<file path="src/rtl/dapuf_eval_ctrl.sv">
// Evaluation sequencer for the DAPUF core: holds a challenge, fires NUM_EVAL
// excite pulses with settle/relax gaps, and majority-votes the synchronised response.
module dapuf_eval_ctrl #(
  parameter int CHAL_W     = 16,
  parameter int SETTLE_CYC = 8,
  parameter int NUM_EVAL   = 15,
  parameter int CNT_W      = $clog2(NUM_EVAL + 1)
) (
  input  logic              clk,
  input  logic              rst_n,
  input  logic              chal_valid,
  output logic              chal_ready,
  input  logic [CHAL_W-1:0] chal_data,
  output logic [CHAL_W-1:0] puf_challenge,
  output logic              puf_excite_l,
  output logic              puf_excite_r,
  input  logic              puf_response,
  output logic              resp_valid,
  input  logic              resp_ready,
  output logic              resp_bit,
  output logic [CNT_W-1:0]  resp_ones,
  output logic              resp_stable
);

  localparam int TMR_W = $clog2(SETTLE_CYC + 2);
  localparam logic [TMR_W-1:0] APPLY_LAST = TMR_W'(SETTLE_CYC);
  localparam logic [TMR_W-1:0] FIRE_LAST  = TMR_W'(SETTLE_CYC + 1);
  localparam logic [TMR_W-1:0] RELAX_LAST = TMR_W'(SETTLE_CYC - 1);
  localparam logic [CNT_W-1:0] EVAL_MAX   = CNT_W'(NUM_EVAL);
  localparam logic [CNT_W-1:0] HALF       = CNT_W'(NUM_EVAL / 2);

  typedef enum logic [2:0] {IDLE, APPLY, FIRE, RELAX, DONE} state_e;

  state_e            state_q, state_d;
  logic [TMR_W-1:0]  timer_q, timer_d;
  logic [CNT_W-1:0]  eval_q, eval_d;
  logic [CNT_W-1:0]  ones_q, ones_d;
  logic [CHAL_W-1:0] chal_q, chal_d;
  logic              excite_q, excite_d;
  logic [1:0]        sync_q;
  logic              rbit_q, rbit_d;
  logic [CNT_W-1:0]  rones_q, rones_d;
  logic              rstable_q, rstable_d;

  always_comb begin
    state_d   = state_q;
    timer_d   = timer_q;
    eval_d    = eval_q;
    ones_d    = ones_q;
    chal_d    = chal_q;
    rbit_d    = rbit_q;
    rones_d   = rones_q;
    rstable_d = rstable_q;
    case (state_q)
      IDLE: begin
        if (chal_valid) begin
          chal_d  = chal_data;
          timer_d = '0;
          eval_d  = '0;
          ones_d  = '0;
          state_d = APPLY;
        end
      end
      APPLY: begin
        if (timer_q == APPLY_LAST) begin
          timer_d = '0;
          state_d = FIRE;
        end else begin
          timer_d = timer_q + 1'b1;
        end
      end
      // The synchroniser output is only trusted on the final FIRE cycle.
      FIRE: begin
        if (timer_q == FIRE_LAST) begin
          timer_d = '0;
          eval_d  = eval_q + 1'b1;
          if (sync_q[1] && (ones_q != EVAL_MAX)) ones_d = ones_q + 1'b1;
          state_d = RELAX;
        end else begin
          timer_d = timer_q + 1'b1;
        end
      end
      RELAX: begin
        if (timer_q == RELAX_LAST) begin
          timer_d = '0;
          if (eval_q < EVAL_MAX) begin
            state_d = FIRE;
          end else begin
            rones_d   = ones_q;
            rbit_d    = (ones_q > HALF);
            rstable_d = (ones_q == '0) || (ones_q == EVAL_MAX);
            state_d   = DONE;
          end
        end else begin
          timer_d = timer_q + 1'b1;
        end
      end
      DONE: begin
        if (resp_ready) state_d = IDLE;
      end
      default: state_d = IDLE;
    endcase
    excite_d = (state_d == FIRE);
  end

  always_ff @(posedge clk or negedge rst_n) begin
    if (!rst_n) begin
      state_q   <= IDLE;
      timer_q   <= '0;
      eval_q    <= '0;
      ones_q    <= '0;
      chal_q    <= '0;
      excite_q  <= 1'b0;
      sync_q    <= '0;
      rbit_q    <= 1'b0;
      rones_q   <= '0;
      rstable_q <= 1'b0;
    end else begin
      state_q   <= state_d;
      timer_q   <= timer_d;
      eval_q    <= eval_d;
      ones_q    <= ones_d;
      chal_q    <= chal_d;
      excite_q  <= excite_d;
      sync_q    <= {sync_q[0], puf_response};
      rbit_q    <= rbit_d;
      rones_q   <= rones_d;
      rstable_q <= rstable_d;
    end
  end

  // Both arbiter inputs come from one flop so their edges are coincident.
  assign puf_excite_l  = excite_q;
  assign puf_excite_r  = excite_q;
  assign puf_challenge = chal_q;
  assign chal_ready    = (state_q == IDLE);
  assign resp_valid    = (state_q == DONE);
  assign resp_bit      = rbit_q;
  assign resp_ones     = rones_q;
  assign resp_stable   = rstable_q;

endmodule

</file>
<file path="config.mk">
export PLATFORM = sky130hd
export DESIGN_NAME = dapuf_eval_ctrl
export DESIGN_NICKNAME = d
export VERILOG_FILES = /design/src/rtl/dapuf_eval_ctrl.sv
export SDC_FILE = /design/constraint.sdc
export NUM_CORES = 1
export LEC_CHECK = 0
export CORE_ASPECT_RATIO = 1.5
export CORE_MARGIN = 2
export CORE_UTILIZATION = 51
export CTS_BUF_LIST = sky130_fd_sc_hd__clkbuf_8
export DETAILED_ROUTE_END_ITERATION = 10
export PLACE_DENSITY = 0.9
export SYNTH_ARGS = -nofsm -noshare
export SYNTH_HDL_FRONTEND = slang
export SYNTH_SLANG_ARGS = --single-unit
</file>
<file path="constraint.sdc">
create_clock -name clk -period 2.2 [get_ports clk]
set_input_delay 0.33 -clock clk [delete_from_list [all_inputs] [get_ports clk]]
set_output_delay 0.33 -clock clk [all_outputs]
set_load 0.02 [all_outputs]
</file>
==> report_table.html <==
<table>
<tr><th>Metric</th><th>Value</th></tr>
<tr><th colspan="2">CTS</th></tr>
<tr><td>Post-cts gate resize count</td><td>0</td></tr>
<tr><td>Clock edge transition at the registers on the reported setup and hold paths</td><td>0.07 ns</td></tr>
<tr><td>Post-CTS Setup Bufs</td><td>0</td></tr>
<tr><td>Clock tree from TritonCTS</td><td>done</td></tr>
<tr><td>Cts bufs inserted</td><td>5</td></tr>
<tr><td>CTS HTree Levels</td><td>2</td></tr>
<tr><td>Insertion delay to the later sink of the worst-skew pair</td><td>0.29 ns</td></tr>
<tr><td>Total number of clock tree sinks</td><td>40</td></tr>
<tr><td>Clock Path Buffers</td><td>2</td></tr>
<tr><td>Root cell of the clock tree</td><td>sky130_fd_sc_hd__clkbuf_8</td></tr>
<tr><td>Count of hold-fix buffers inserted at cts</td><td>0</td></tr>
<tr><th colspan="2">Floorplan</th></tr>
<tr><td>Die area</td><td>4290 um^2</td></tr>
<tr><td>Count of boundary I/O pins</td><td>47</td></tr>
<tr><td>Die height</td><td>79.2 um</td></tr>
<tr><td>Die Wd</td><td>54.1 um</td></tr>
<tr><td>Placement Rows</td><td>27</td></tr>
<tr><td>Starting density of the core</td><td>52.7%</td></tr>
<tr><td>Core area</td><td>3650 um^2</td></tr>
<tr><th colspan="2">GRT</th></tr>
<tr><td>First-pass GRT wire length</td><td>6.53 mm</td></tr>
<tr><td>Total overflow reported by the global router</td><td>0</td></tr>
<tr><td>Pin count of the biggest net entering global routing</td><td>41</td></tr>
<tr><td>Antenna violations before repair</td><td>0</td></tr>
<tr><td>Global Route Usage Sum</td><td>20.9%</td></tr>
<tr><td>Number of global-route vias before repair</td><td>1498</td></tr>
<tr><th colspan="2">Finish</th></tr>
<tr><td>Finished Layout Cells</td><td>279</td></tr>
<tr><td>Ant. Diodes</td><td>0</td></tr>
<tr><td>Area used by sequential logic in the layout</td><td>1000 um^2</td></tr>
<tr><td>Final #Nets</td><td>262</td></tr>
<tr><td>Synthesis-to-finish area growth</td><td>30.9%</td></tr>
<tr><td>Post-route cell area</td><td>2520 um^2</td></tr>
<tr><td>Layout cell share with drive strength beyond 1</td><td>11.4%</td></tr>
<tr><td>Footprint of the multi-input gates</td><td>836 um^2</td></tr>
<tr><td>Utilization after layout</td><td>69.0%</td></tr>
<tr><td># fillers</td><td>267</td></tr>
<tr><th colspan="2">Critical path</th></tr>
<tr><td>Reg2Reg Launch Point</td><td>timer_q[0]$_DFFE_PN0P_</td></tr>
<tr><td>Count of cells along the worst register-to-register path</td><td>4</td></tr>
<tr><td>Largest stage delay on the critical path</td><td>0.60 ns</td></tr>
<tr><td>Cell Chain, Critical Path</td><td>nor2_1 &gt; and2_1 &gt; clkdlybuf4s50_1</td></tr>
<tr><td>Cell type of the slowest stage on the worst timing path</td><td>sky130_fd_sc_hd__clkdlybuf4s50_1</td></tr>
<tr><td>End of the worst register-to-register path</td><td>resp_ones[1]$_DFFE_PN0P_</td></tr>
<tr><td>Worst endpoint data arrival time</td><td>1.77 ns</td></tr>
<tr><td>Minimum setup slack among reg-to-reg paths</td><td>0.45 ns</td></tr>
<tr><td>Crit path required time</td><td>1.87 ns</td></tr>
<tr><td>Kind of end point of the critical path</td><td>primary output</td></tr>
<tr><td>Worst Setup Path Type</td><td>flip-flop to primary output</td></tr>
<tr><td>Startpoint kind of the worst setup timing path</td><td>flip-flop</td></tr>
<tr><td>CP max FO</td><td>12</td></tr>
<tr><th colspan="2">Timing</th></tr>
<tr><td>Final number of max-transition violations</td><td>0</td></tr>
<tr><td>Max-Slew Margin vs Limit</td><td>42.9%</td></tr>
<tr><td>Fmax</td><td>477 MHz</td></tr>
<tr><td>Total negative setup slack</td><td>0 ns</td></tr>
<tr><td>Setup ws final</td><td>0.103 ns</td></tr>
<tr><td>Clock period minus final worst setup slack</td><td>2.10 ns</td></tr>
<tr><td>Worst Hold Slack</td><td>0.146 ns</td></tr>
<tr><td>Setup clock skew after layout</td><td>0.00484 ns</td></tr>
<tr><td>Worst Max-Slew Pin Slew</td><td>0.856 ns</td></tr>
<tr><td>Setup repair after global routing missed its margin</td><td>false</td></tr>
<tr><td>Count of final hold-check violations</td><td>0</td></tr>
<tr><td>Final setup violation count</td><td>0</td></tr>
<tr><td>Final worst path period share</td><td>95.3%</td></tr>
<tr><th colspan="2">Yosys</th></tr>
<tr><td>Area share of the leading cell type in the synthesized netlist</td><td>52.0%</td></tr>
<tr><td>Proportion of register bits with asynchronous set or reset after synthesis</td><td>100%</td></tr>
<tr><td>Post-Synthesis Net Count</td><td>216</td></tr>
<tr><td>Post-Syn Instances</td><td>189</td></tr>
<tr><td>Synth area leaders</td><td>sky130_fd_sc_hd__dfrtp_1 52%, sky130_fd_sc_hd__nand2_1 12%, sky130_fd_sc_hd__ha_1 3.9%</td></tr>
<tr><td>Flip-flop and latch count after synthesis</td><td>40</td></tr>
<tr><td>Post-synth top area cell</td><td>sky130_fd_sc_hd__dfrtp_1</td></tr>
<tr><td>Yosys Warn Count</td><td>0</td></tr>
<tr><td>Distinct cell type count after synthesis</td><td>45</td></tr>
<tr><td>Avg Inst Size Synth</td><td>10.2 um^2</td></tr>
<tr><td>Sequential share of the synthesized area</td><td>52.0%</td></tr>
<tr><td>Prevailing post-synth register cell</td><td>sky130_fd_sc_hd__dfrtp_1</td></tr>
<tr><td>Post-synth design cell area</td><td>1920 um^2</td></tr>
<tr><td>Number of enable flip-flop cells after synthesis</td><td>0</td></tr>
<tr><th colspan="2">Power and ir drop</th></tr>
<tr><td>Relative contribution of sequential cells to total power</td><td>38.7%</td></tr>
<tr><td>Leakage power total</td><td>1.23 nW</td></tr>
<tr><td>Peak supply drop</td><td>0.00101 V</td></tr>
<tr><td>Switch share</td><td>35.4%</td></tr>
<tr><td>Total power divided by cell area</td><td>1150 nW/um^2</td></tr>
<tr><td>Int Power</td><td>1.88 mW</td></tr>
<tr><td>Power share of the combinational group</td><td>39.3%</td></tr>
<tr><td>PnR Total Power</td><td>2.91 mW</td></tr>
<tr><td>Net Sw Power</td><td>1.03 mW</td></tr>
<tr><td>Clock share of power</td><td>22.0%</td></tr>
<tr><th colspan="2">Placement</th></tr>
<tr><td>Final RePlAce weighted congestion</td><td>0.814</td></tr>
<tr><td>Post-detail-place hpwl</td><td>2.95 mm</td></tr>
<tr><td>Placed Cells</td><td>271</td></tr>
<tr><td>Input/output buffers</td><td>46</td></tr>
<tr><td>Dpl cell area</td><td>2390 um^2</td></tr>
<tr><td>Setup slack after placement</td><td>0.430 ns</td></tr>
<tr><th colspan="2">Drt</th></tr>
<tr><td>Avg Vias per Cell</td><td>5.39</td></tr>
<tr><td># DRC</td><td>0</td></tr>
<tr><td>Detailed-routed wire length on met3</td><td>211 um</td></tr>
<tr><td>Met2 routed WL</td><td>2.23 mm</td></tr>
<tr><td>WL final</td><td>3.98 mm</td></tr>
<tr><td>Metal-1 WL</td><td>1.48 mm</td></tr>
<tr><td>Total number of vias</td><td>1503</td></tr>
<tr><td>Highest routed metal layer</td><td>met4</td></tr>
<tr><td>DRC violation total after the first TritonRoute iteration</td><td>17</td></tr>
<tr><td>Detail Route Antenna Nets</td><td>0</td></tr>
<tr><td>Pre-Repair DR Iteration Count</td><td>5</td></tr>
<tr><td>Routed length per placed instance</td><td>14.3 um</td></tr>
<tr><th colspan="2">Status</th></tr>
<tr><td>Run status</td><td>completed</td></tr>
<tr><th colspan="2">Job</th></tr>
<tr><td>Max-cap violations</td><td>0</td></tr>
<tr><th colspan="2">Worst hold path</th></tr>
<tr><td>Hold/Removal Path Class</td><td>input pin to asynchronous set/reset pin</td></tr>
</table>
[cell usage in the layout, fill, tap and decap left out, types with 2 or more instances in the layout]
cell	count
sky130_fd_sc_hd__o21ai_0	4
sky130_fd_sc_hd__ha_1	6
sky130_fd_sc_hd__nor3_1	2
sky130_fd_sc_hd__mux2i_1	2
sky130_fd_sc_hd__mux2_4	5
sky130_fd_sc_hd__inv_1	8
sky130_fd_sc_hd__nor2_1	9
sky130_fd_sc_hd__dfrtp_1	40
sky130_fd_sc_hd__a31oi_1	2
sky130_fd_sc_hd__a21o_1	3
sky130_fd_sc_hd__nand3b_1	2
sky130_fd_sc_hd__clkdlybuf4s50_1	45
sky130_fd_sc_hd__nand2b_1	2
sky130_fd_sc_hd__nand2_1	59
sky130_fd_sc_hd__nand3_1	7
sky130_fd_sc_hd__buf_4	2
sky130_fd_sc_hd__clkbuf_8	7
sky130_fd_sc_hd__nor2b_1	2
[layer usage]
layer / up-vias / global-route usage, %
met4: 0 / 9.50
met2: 37 / 36.6
met5: - / 0
met1: 741 / 22.0
met3: 6 / 6.02
li1: 719 / -
[logic make-up after synthesis]
logic type | count (synthesis) | synth area share (%)
multiplexers | 8 | 5.53
XOR/XNOR | 2 | 0.911
flip-flops | 40 | 52.0
buffers and inverters | 17 | 4.81
adder cells (fa/ha/maj) | 6 | 3.90
AND/OR/NAND/NOR | 99 | 26.4
AO/OA/AOI/OAI | 17 | 6.38
[worst max-delay path by stage]
stage	slack [ns]	endpoint	start
floorplan	0.64	resp_bit$_DFFE_PN0P_	timer_q[0]$_DFFE_PN0P_
global placement	0.43	resp_valid	state_q[0]$_DFF_PN0_
detailed placement	0.43	resp_valid	state_q[0]$_DFF_PN0_
CTS	0.09	resp_valid	state_q[0]$_DFF_PN0_
global route	0.01	resp_valid	state_q[0]$_DFF_PN0_
finish	0.10	resp_valid	state_q[0]$_DFF_PN0_
[worst max-delay path: cells and delay by family, from the launching register on]
| kind | cells | cell delay, ns |
|---|---|---|
| buf+inv | 1 | 0.60 |
| flops | 1 | 0.53 |
| simple gates | 2 | 0.35 |
[cells in the mapped netlist, types with 2 or more instances]
| cell | number |
|---|---|
| sky130_fd_sc_hd__mux2_4 | 5 |
| sky130_fd_sc_hd__nand3_1 | 7 |
| sky130_fd_sc_hd__dfrtp_1 | 40 |
| sky130_fd_sc_hd__buf_2 | 5 |
| sky130_fd_sc_hd__buf_4 | 2 |
| sky130_fd_sc_hd__a21o_1 | 3 |
| sky130_fd_sc_hd__inv_1 | 8 |
| sky130_fd_sc_hd__nand2_1 | 59 |
| sky130_fd_sc_hd__nor3_1 | 2 |
| sky130_fd_sc_hd__a31oi_1 | 2 |
| sky130_fd_sc_hd__nand2b_1 | 2 |
| sky130_fd_sc_hd__nor2_1 | 9 |
| sky130_fd_sc_hd__nand3b_1 | 2 |
| sky130_fd_sc_hd__ha_1 | 6 |
| sky130_fd_sc_hd__buf_6 | 2 |
| sky130_fd_sc_hd__nor2b_1 | 2 |
| sky130_fd_sc_hd__o21ai_0 | 4 |
| sky130_fd_sc_hd__mux2i_1 | 2 |
[state kept, by name, summed over array words and instances, names as in the netlist]
| register | cells |
|---|---|
| timer_q | 4 |
| resp_stable | 1 |
| ones_q | 4 |
| state_q | 3 |
| puf_challenge | 16 |
| puf_excite_l | 1 |
| resp_ones | 4 |
| resp_bit | 1 |
| eval_q | 4 |
| sync_q | 2 |
[power by group through the flow]
stage	Combinational, mW	Clock (mW)	Sequential [mW]
detailed placement	1.15	0	1.14
finish	1.14	0.638	1.13
global route	1.26	0.690	1.16
global placement	1.12	0	1.12
CTS	1.16	0.652	1.13
floorplan	0.580	0	1.24
[layout make-up]
| cell class | instances | area share [%] |
|---|---|---|
| clock buffers | 7 | 3.83 |
| clock inverters | 1 | 1.19 |
| inverters | 8 | 1.19 |
| multi-input cells | 132 | 33.2 |
| flip-flops and latches | 40 | 39.8 |
| well taps | 43 | 2.14 |
| repair buffers | 48 | 18.7 |
(Power assumes the default switching activity.)
